`src/rtl/hit_sensor_if.sv`:
```
// Sensor-side bundle for the hit conditioner: game qualifier and raw strike
// lines in, clean hit event and status out.
interface hit_sensor_if;
  logic       enable;
  logic [2:0] GPIO_1;
  logic       hit_valid;
  logic [2:0] hit_box;
  logic       multi_hit;
  logic [2:0] sensor_level;
  logic [7:0] hit_count;
  logic       busy;

  // Conditioner side: consumes sensor lines, produces hit events.
  modport slave (
    input  enable, GPIO_1,
    output hit_valid, hit_box, multi_hit, sensor_level, hit_count, busy
  );

  // Stimulus / consumer side.
  modport master (
    output enable, GPIO_1,
    input  hit_valid, hit_box, multi_hit, sensor_level, hit_count, busy
  );
endinterface

```
`src/rtl/hit_sensor_conditioner.sv`:
```
// Synchronises, debounces and arbitrates three hit sensors, then emits one
// single-cycle hit event per strike with lockout and release re-arm.
module hit_sensor_conditioner #(
  parameter int DEBOUNCE_CYCLES = 500000,
  parameter int LOCKOUT_CYCLES  = 2500000,
  parameter int CNT_W           = 22
) (
  input  logic        CLOCK_50,
  input  logic        resetn,
  hit_sensor_if.slave bus
);

  typedef enum logic [1:0] {WAIT_RELEASE, ARMED, LOCKOUT} state_t;

  localparam logic [CNT_W-1:0] DB_LAST = CNT_W'(DEBOUNCE_CYCLES - 1);
  localparam logic [CNT_W-1:0] LK_LAST = CNT_W'(LOCKOUT_CYCLES - 1);

  logic [2:0]       sync1, sync2;
  logic [2:0]       level;
  logic [CNT_W-1:0] db_cnt [3];
  logic [CNT_W-1:0] lock_cnt;
  state_t           state, next_state;
  logic             fire, multi;
  logic [2:0]       box_code;
  logic             hit_valid_q, multi_q, busy_q;
  logic [2:0]       hit_box_q;
  logic [7:0]       hit_count_q;

  // NOTE: sequential state always uses non-blocking (<=) so every flop samples
  // pre-edge values regardless of statement order.
  always_ff @(posedge CLOCK_50 or negedge resetn) begin
    if (!resetn) begin
      sync1 <= '0;
      sync2 <= '0;
    end else begin
      sync1 <= bus.GPIO_1;
      sync2 <= sync1;
    end
  end

  // NOTE: the per-line counters are a small flop array, not RAM, so they are
  // reset like any other register to abort a debounce in progress.
  always_ff @(posedge CLOCK_50 or negedge resetn) begin
    if (!resetn) begin
      level <= '0;
      for (int i = 0; i < 3; i++) db_cnt[i] <= '0;
    end else begin
      for (int i = 0; i < 3; i++) begin
        if (sync2[i] != level[i]) begin
          if (db_cnt[i] == DB_LAST) begin
            level[i]  <= ~level[i];
            db_cnt[i] <= '0;
          end else begin
            db_cnt[i] <= db_cnt[i] + CNT_W'(1);
          end
        end else begin
          db_cnt[i] <= '0;
        end
      end
    end
  end

  always_ff @(posedge CLOCK_50 or negedge resetn) begin
    if (!resetn) state <= WAIT_RELEASE;
    else         state <= next_state;
  end

  // NOTE: every always_comb output gets a default first so no path can leave
  // it unassigned and infer a latch.
  always_comb begin
    next_state = state;
    unique case (state)
      WAIT_RELEASE: if (level == 3'b000 && bus.enable) next_state = ARMED;
      ARMED: begin
        if (!bus.enable)  next_state = WAIT_RELEASE;
        else if (|level)  next_state = LOCKOUT;
      end
      LOCKOUT: if (!bus.enable || lock_cnt == LK_LAST) next_state = WAIT_RELEASE;
      default: next_state = WAIT_RELEASE;
    endcase
  end

  always_comb begin
    fire     = (state == ARMED) && bus.enable && (|level);
    multi    = ($countones(level) > 1);
    box_code = 3'd0;
    if (level[0])      box_code = 3'd1;
    else if (level[1]) box_code = 3'd2;
    else if (level[2]) box_code = 3'd3;
  end

  // Counter is held at zero outside LOCKOUT so every lockout starts fresh.
  always_ff @(posedge CLOCK_50 or negedge resetn) begin
    if (!resetn)                lock_cnt <= '0;
    else if (state == LOCKOUT)  lock_cnt <= lock_cnt + CNT_W'(1);
    else                        lock_cnt <= '0;
  end

  always_ff @(posedge CLOCK_50 or negedge resetn) begin
    if (!resetn) begin
      hit_valid_q <= 1'b0;
      multi_q     <= 1'b0;
      busy_q      <= 1'b0;
      hit_box_q   <= 3'd0;
      hit_count_q <= 8'd0;
    end else begin
      hit_valid_q <= fire;
      multi_q     <= fire && multi;
      busy_q      <= (next_state != ARMED);
      if (fire) begin
        hit_box_q <= box_code;
        if (hit_count_q != 8'hFF) hit_count_q <= hit_count_q + 8'd1;
      end
    end
  end

  assign bus.hit_valid    = hit_valid_q;
  assign bus.hit_box      = hit_box_q;
  assign bus.multi_hit    = multi_q;
  assign bus.sensor_level = level;
  assign bus.hit_count    = hit_count_q;
  assign bus.busy         = busy_q;

endmodule
```
`src/flat_wrapper.sv`:
```
// flat-port wrapper written by rule: the top's interface ports become plain ports
module hit_sensor_conditioner_flat 
#(
  parameter int DEBOUNCE_CYCLES = 500000,
  parameter int LOCKOUT_CYCLES  = 2500000,
  parameter int CNT_W           = 22
)
  (CLOCK_50, resetn, bus_enable, bus_GPIO_1, bus_hit_valid, bus_hit_box, bus_multi_hit, bus_sensor_level, bus_hit_count, bus_busy);
  hit_sensor_if bus_i ();
  input  logic CLOCK_50;
  input  logic resetn;
  input wire logic [$bits(bus_i.enable)-1:0] bus_enable;
  input wire logic [$bits(bus_i.GPIO_1)-1:0] bus_GPIO_1;
  output wire logic [$bits(bus_i.hit_valid)-1:0] bus_hit_valid;
  output wire logic [$bits(bus_i.hit_box)-1:0] bus_hit_box;
  output wire logic [$bits(bus_i.multi_hit)-1:0] bus_multi_hit;
  output wire logic [$bits(bus_i.sensor_level)-1:0] bus_sensor_level;
  output wire logic [$bits(bus_i.hit_count)-1:0] bus_hit_count;
  output wire logic [$bits(bus_i.busy)-1:0] bus_busy;
  assign bus_i.enable = bus_enable;
  assign bus_i.GPIO_1 = bus_GPIO_1;
  assign bus_hit_valid = bus_i.hit_valid;
  assign bus_hit_box = bus_i.hit_box;
  assign bus_multi_hit = bus_i.multi_hit;
  assign bus_sensor_level = bus_i.sensor_level;
  assign bus_hit_count = bus_i.hit_count;
  assign bus_busy = bus_i.busy;
  hit_sensor_conditioner #(.DEBOUNCE_CYCLES(DEBOUNCE_CYCLES), .LOCKOUT_CYCLES(LOCKOUT_CYCLES), .CNT_W(CNT_W)) u_core (.CLOCK_50(CLOCK_50), .resetn(resetn), .bus(bus_i));
endmodule
```
`config.mk`:
```
export PLATFORM = sky130hd
export DESIGN_NAME = hit_sensor_conditioner_flat
export DESIGN_NICKNAME = d
export VERILOG_FILES = /design/src/rtl/hit_sensor_if.sv /design/src/rtl/hit_sensor_conditioner.sv /design/src/flat_wrapper.sv
export SDC_FILE = /design/constraint.sdc
export NUM_CORES = 1
export LEC_CHECK = 0
export BUFFER_PORTS_ARGS = -buffer_cell sky130_fd_sc_hd__buf_4
export CORE_MARGIN = 2
export CORE_UTILIZATION = 55
export CTS_BUF_LIST = sky130_fd_sc_hd__clkbuf_4
export CTS_CLUSTER_SIZE = 12
export DETAILED_ROUTE_END_ITERATION = 8
export PLACE_DENSITY = 0.72
export SYNTH_ARGS = -nofsm -noshare
export SYNTH_HDL_FRONTEND = slang
export SYNTH_SLANG_ARGS = --single-unit
```
`constraint.sdc`:
```
create_clock -name CLOCK_50 -period 5.8 [get_ports CLOCK_50]
set_input_delay 0.58 -clock CLOCK_50 [delete_from_list [all_inputs] [get_ports CLOCK_50]]
set_output_delay 0.58 -clock CLOCK_50 [all_outputs]
set_load 0.05 [all_outputs]
```
# After elaboration in Yosys (flattened, before gate mapping)
# Cells that the tools add are included.
[totals]
reg_bits = 113
inputBits = 6
wordCells = 65
output_inout_bits = 17
[op_classes]
n_reduce_logical = 13
add_sub_neg = 7
muxes = 15
n_eq_ne = 11
bitwise = 3
magnitude_cmp = 1
[op_table]
columns = ["op", "n"]
rows = [
  ["$mux W22", 7],
  ["$add A22 B1 Y22 const B", 4],
  ["$eq A22 B19 Y1 const B", 3],
  ["$add A32 B1 Y32", 1],
  ["$gt A32 B2 Y1 const B", 1],
  ["$eq A22 B22 Y1 const B", 1],
  ["$mux W2", 5],
  ["$add A8 B1 Y8 const B", 1],
  ["$ne A8 B8 Y1 const B", 1],
  ["$reduce_and A2 Y1", 4],
  ["$mux W3", 2],
  ["$pmux W2 S3", 1],
  ["$logic_and A1 B1 Y1", 4],
  ["$logic_not A3 Y1", 1],
  ["$ne A1 B1 Y1", 3],
  ["$not A1 Y1", 3],
  ["$reduce_or A3 Y1", 1],
  ["$add A1 B1 Y2", 1],
  ["$eq A2 B1 Y1 const B", 1],
  ["$eq A2 B2 Y1 const B", 1],
  ["$logic_not A2 Y1", 1],
  ["$ne A2 B1 Y1 const B", 1],
  ["$logic_not A1 Y1", 1],
  ["$logic_or A1 B1 Y1", 1],
]

# Logic depth before layout (Yosys ltp)
[logic_depth]
depth_word = 5
mapped_depth = 7

# Worst setup path before layout
# Ideal clock, no wire load.
[synth_path]
path_kind = "register to register"
startpoint = "reg u_core.db_cnt[0] (netlist bit)"
endpoint = "reg u_core.db_cnt[18] (netlist bit)"
period_less_slack_ps = 1933
path_stages_with_launch = 6
arrival_time_ps = 1855
path_slack_ps = 3867
required_time_ps = 5722
n_path_buf = 0
cell_sequence = "dfrtp_1 ha_1 nand4_1 or4_1 or3_1 a21oi_1"
[synth_between]
elab_chain_cells = 3
[synth_rtl]
columns = ["element", "line", "rtl"]
rows = [
  ["from (decl)", "hit_sensor_conditioner.sv:20", "logic [CNT_W-1:0] db_cnt [3];"],
  ["from (signal, indexed assignment)", "hit_sensor_conditioner.sv:54", "db_cnt[i] <= db_cnt[i] + CNT_W'(1);"],
  ["$add A22 B1 Y22 or $eq A22 B19 Y1 (tied branches)", "hit_sensor_conditioner.sv:54, hit_sensor_conditioner.sv:50", ""],
  ["$mux W22 *", "hit_sensor_conditioner.sv:50", "if (db_cnt[i] == DB_LAST) begin"],
  ["$mux W22 *", "hit_sensor_conditioner.sv:49", "if (sync2[i] != level[i]) begin"],
]
# Every way passes the cells marked *; elsewhere a longest branch is shown, timed or not.
# A chain may end at the register's enable or synchronous reset.

# Worst setup path in the final report
[layout_path]
startpoint = "reg u_core.db_cnt[44] (netlist bit)"
endpoint = "reg u_core.db_cnt[60] (netlist bit)"
# Same word-level chain as after synthesis.

==> flow_summary_export.csv <==
group,metric,value,unit
setup_path,crit_type,"reg2reg",
logic_synthesis,synth-xor-area-share,0.0903,
setup_path,critPathLaunchType,"register",
global_route,grt-ovfl-total,0,
logic_synthesis,syn_inst,558,
clocking,clockRootBuffer,"clkbuf_4",
floorplanning,die_width,103,um
sta,tightest_slew,0.773,ns
clocking,clockBufferDepth,2,
routing,wl_met2,4760,um
clocking,cts_tree,"yes",
pwr,p_per_area,219,mW/mm2
clocking,cts_resized,0,
sta,setup_slack,3.60,ns
logic_synthesis,ys_seq_area_frac,0.516,
floorplanning,rows,36,
clocking,numCtsBuffers,9,
floorplanning,io_pins,23,
routing,met1_length,4870,um
pwr,vdd_drop_max,0.000182,V
global_route,grt_pass1_wl,17400,um
logic_synthesis,syn-num-nets,571,
global_route,globalRouteTotalUtil,0.209,
logic_synthesis,synth_top_family_by_area,"simple AND/OR/NAND/NOR gates",
clocking,clkTransAtPathRegs,0.17,ns
logic_synthesis,yosysMostFrequentCell,"dfrtp_1",
final_layout,finalNonFillerCells,711,
logic_synthesis,synth_warnings,0,
outcome,status,"finished clean",
logic_synthesis,synth_area_leaders,"dfrtp_1 52%, xnor2_1 5.2%, nor2_1 4.3%",
routing,final_antenna_net_count,0,
logic_synthesis,synth_seq_cells,112,
placement,place.gp.congestion,0.829,
routing,dr.pass1.iters,5,
logic_synthesis,synth-compound-area-share,0.0827,
routing,wl_met3,389,um
sta,setup_viol,0,
setup_path,cp.arrival,2.62,ns
sta,period_minus_slack,2.20,ns
global_route,grt_max_degree,61,
placement,dpl_cell_area,0.00569,mm2
logic_synthesis,synth_fa_ha_area_frac,0.0161,
routing,dr.first_iter.drc_count,160,
logic_synthesis,ys_types,36,
clocking,cts.sink_count,112,
clocking,clock_latency,0.49,ns
clocking,cts_setup_buffers,0,
final_layout,finalNetCount,586,
global_route,grt_pass1_vias,3800,
logic_synthesis,synth_async_sr_flop_share,1.00,
floorplanning,dieArea,0.0107,mm2
logic_synthesis,muxShareOfSynthArea,0.00830,
final_layout,finalInstanceArea,0.00586,mm2
logic_synthesis,synth_edf_count,0,
hold_path,worstHoldPathType,"in2async",
sta,slew_viol_final,0,
routing,wl_per_cell,14.3,um
routing,routed.top_layer,"met4",
routing,routed_wl,10100,um
global_route,grt_antenna_before_repair,0,
clocking,ctsHoldBuffers,0,
setup_path,cp-end-kind,"register",
logic_synthesis,yosysTopAreaCellShare,0.516,
logic_synthesis,synthSimpleGateAreaFrac,0.254,
job,maxCapViolations,0,
routing,avgViaCountPerCell,5.68,
final_layout,final_util,0.606,
setup_path,path_max_fanout,8,
logic_synthesis,synthesis.area,0.00543,mm2
sta,timing_hold_violations_final,0,
sta,fmax,455,MHz
final_layout,drive_gt1_frac,0.0900,
routing,vias,4037,
floorplanning,core,0.00968,mm2
placement,port_buffers,21,
sta,skew,0.0202,ns
pwr,p_leak,2.33,nW
setup_path,worstPathRequired,6.22,ns
placement,placedCellCount,695,
sta,relSlewSlack,0.485,
final_layout,area_delta_synth_final,8.02,%
sta,fin_tns_setup,0,ns
placement,dpl.hpwl,6990,um
logic_synthesis,synth.avg_cell_area,9.73,um2
floorplanning,initial_utilization,0.561,
logic_synthesis,synthFlopType,"dfrtp_1",
sta,grt_setup_unrepaired,"no",
placement,dp_slack,3.60,ns
clocking,cts_max_level,3,
sta,timing.final.crit_share,0.379,
floorplanning,fp.dieH,103,um
logic_synthesis,synth_common_cells,"112 x dfrtp_1, 62 x nor2_1, 38 x nand2_1",
logic_synthesis,synth_largest_area_cell,"dfrtp_1",
final_layout,num_antenna_cells,0,
routing,drc_errors,0,
final_layout,n_fill_cell,826,
[stage by stage]
step | hold WS, ns | power (mW)
floorplan | 0.284 | 0.828
global placement | 0.334 | 0.852
detailed placement | 0.338 | 0.853
CTS | 0.152 | 1.30
global route | 0.147 | 1.34
finish | 0.144 | 1.29
[worst max-delay path: stages (launching register included)]
cell,delay (ns)
dfrtp_1,0.42
ha_1,0.22
nand4_1,0.29
or4_1,0.69
or3_1,0.35
a21oi_1,0.18
[placed cells by master (no fill, tap or decap), types with 2 or more instances in the layout]
cell type / instances
or2_2: 2
nor2_1: 62
and2_1: 5
nor2b_1: 4
bufinv_16: 2
mux2_2: 4
nand4_1: 22
nand2b_1: 2
clkbuf_4: 9
inv_6: 2
or3_1: 24
a21oi_1: 35
and4_1: 9
o21ai_0: 25
xor2_1: 24
nand2_1: 38
a2111oi_0: 2
clkinv_4: 2
inv_1: 19
xnor2_1: 32
or4_1: 15
o31ai_1: 13
and3_1: 4
dfrtp_1: 112
or4_4: 2
nand3_1: 34
o31ai_2: 2
ha_1: 7
nor4b_1: 5
nor3_1: 12
nor4_1: 15
buf_4: 25
[state kept, by name, summed over array words and instances, names as in the netlist]
| name | flops |
|---|---|
| u_core.sync1 | 3 |
| u_core.sync2 | 3 |
| u_core.db_cnt | 66 |
| u_core.bus.sensor_level | 3 |
| u_core.lock_cnt | 22 |
| u_core.bus.hit_valid | 1 |
| u_core.bus.multi_hit | 1 |
| u_core.state | 2 |
| u_core.bus.busy | 1 |
| u_core.bus.hit_count | 8 |
| u_core.bus.hit_box | 2 |
[kinds of logic after synthesis]
logic type	Yosys count
mux	4
compound gates	80
other cells	1
xor+xnor	56
flops	112
buf+inv	40
fa+ha+maj	7
simple gates	258
[power breakdown]
part,internal [mW],switching [mW]
clock,0.179,0.269
combinational,0.0107,0.0311
sequential,0.789,0.00656
total,0.979,0.306
[cell type report]
type	instances	area [um2]	area share
Timing Repair Buffer	25	188	0.0320
Clock inverter	7	103	0.0175
Clock buffer	9	67.6	0.0115
Tap cell	133	166	0.0284
Inverter	19	71.3	0.0122
Sequential cell	112	2800	0.478
Multi-Input combinational cell	406	2470	0.421
[per-layer routing]
layer,up-vias,GRT usage
li1,2028,-
met5,-,0
met1,1943,0.278
met4,0,0.0567
met3,10,0.0638
met2,56,0.333
[path summary, 6_finish.rpt]
kind                              startpoint                 to  slack (ns)  cells past startpoint
max reg2reg                u_core.db_cnt[44]  u_core.db_cnt[60]        3.60                      5
min                                   resetn  u_core.db_cnt[21]        0.14                      1
min reg2reg                  u_core.sync1[0]    u_core.sync2[0]        0.37                      0
max in group asynchronous             resetn  u_core.db_cnt[12]        4.51                      2
max                        u_core.db_cnt[44]  u_core.db_cnt[60]        3.60                      5
min in group CLOCK_50          bus_GPIO_1[2]    u_core.sync1[2]        0.18                      1
(Power assumes the default switching activity.)
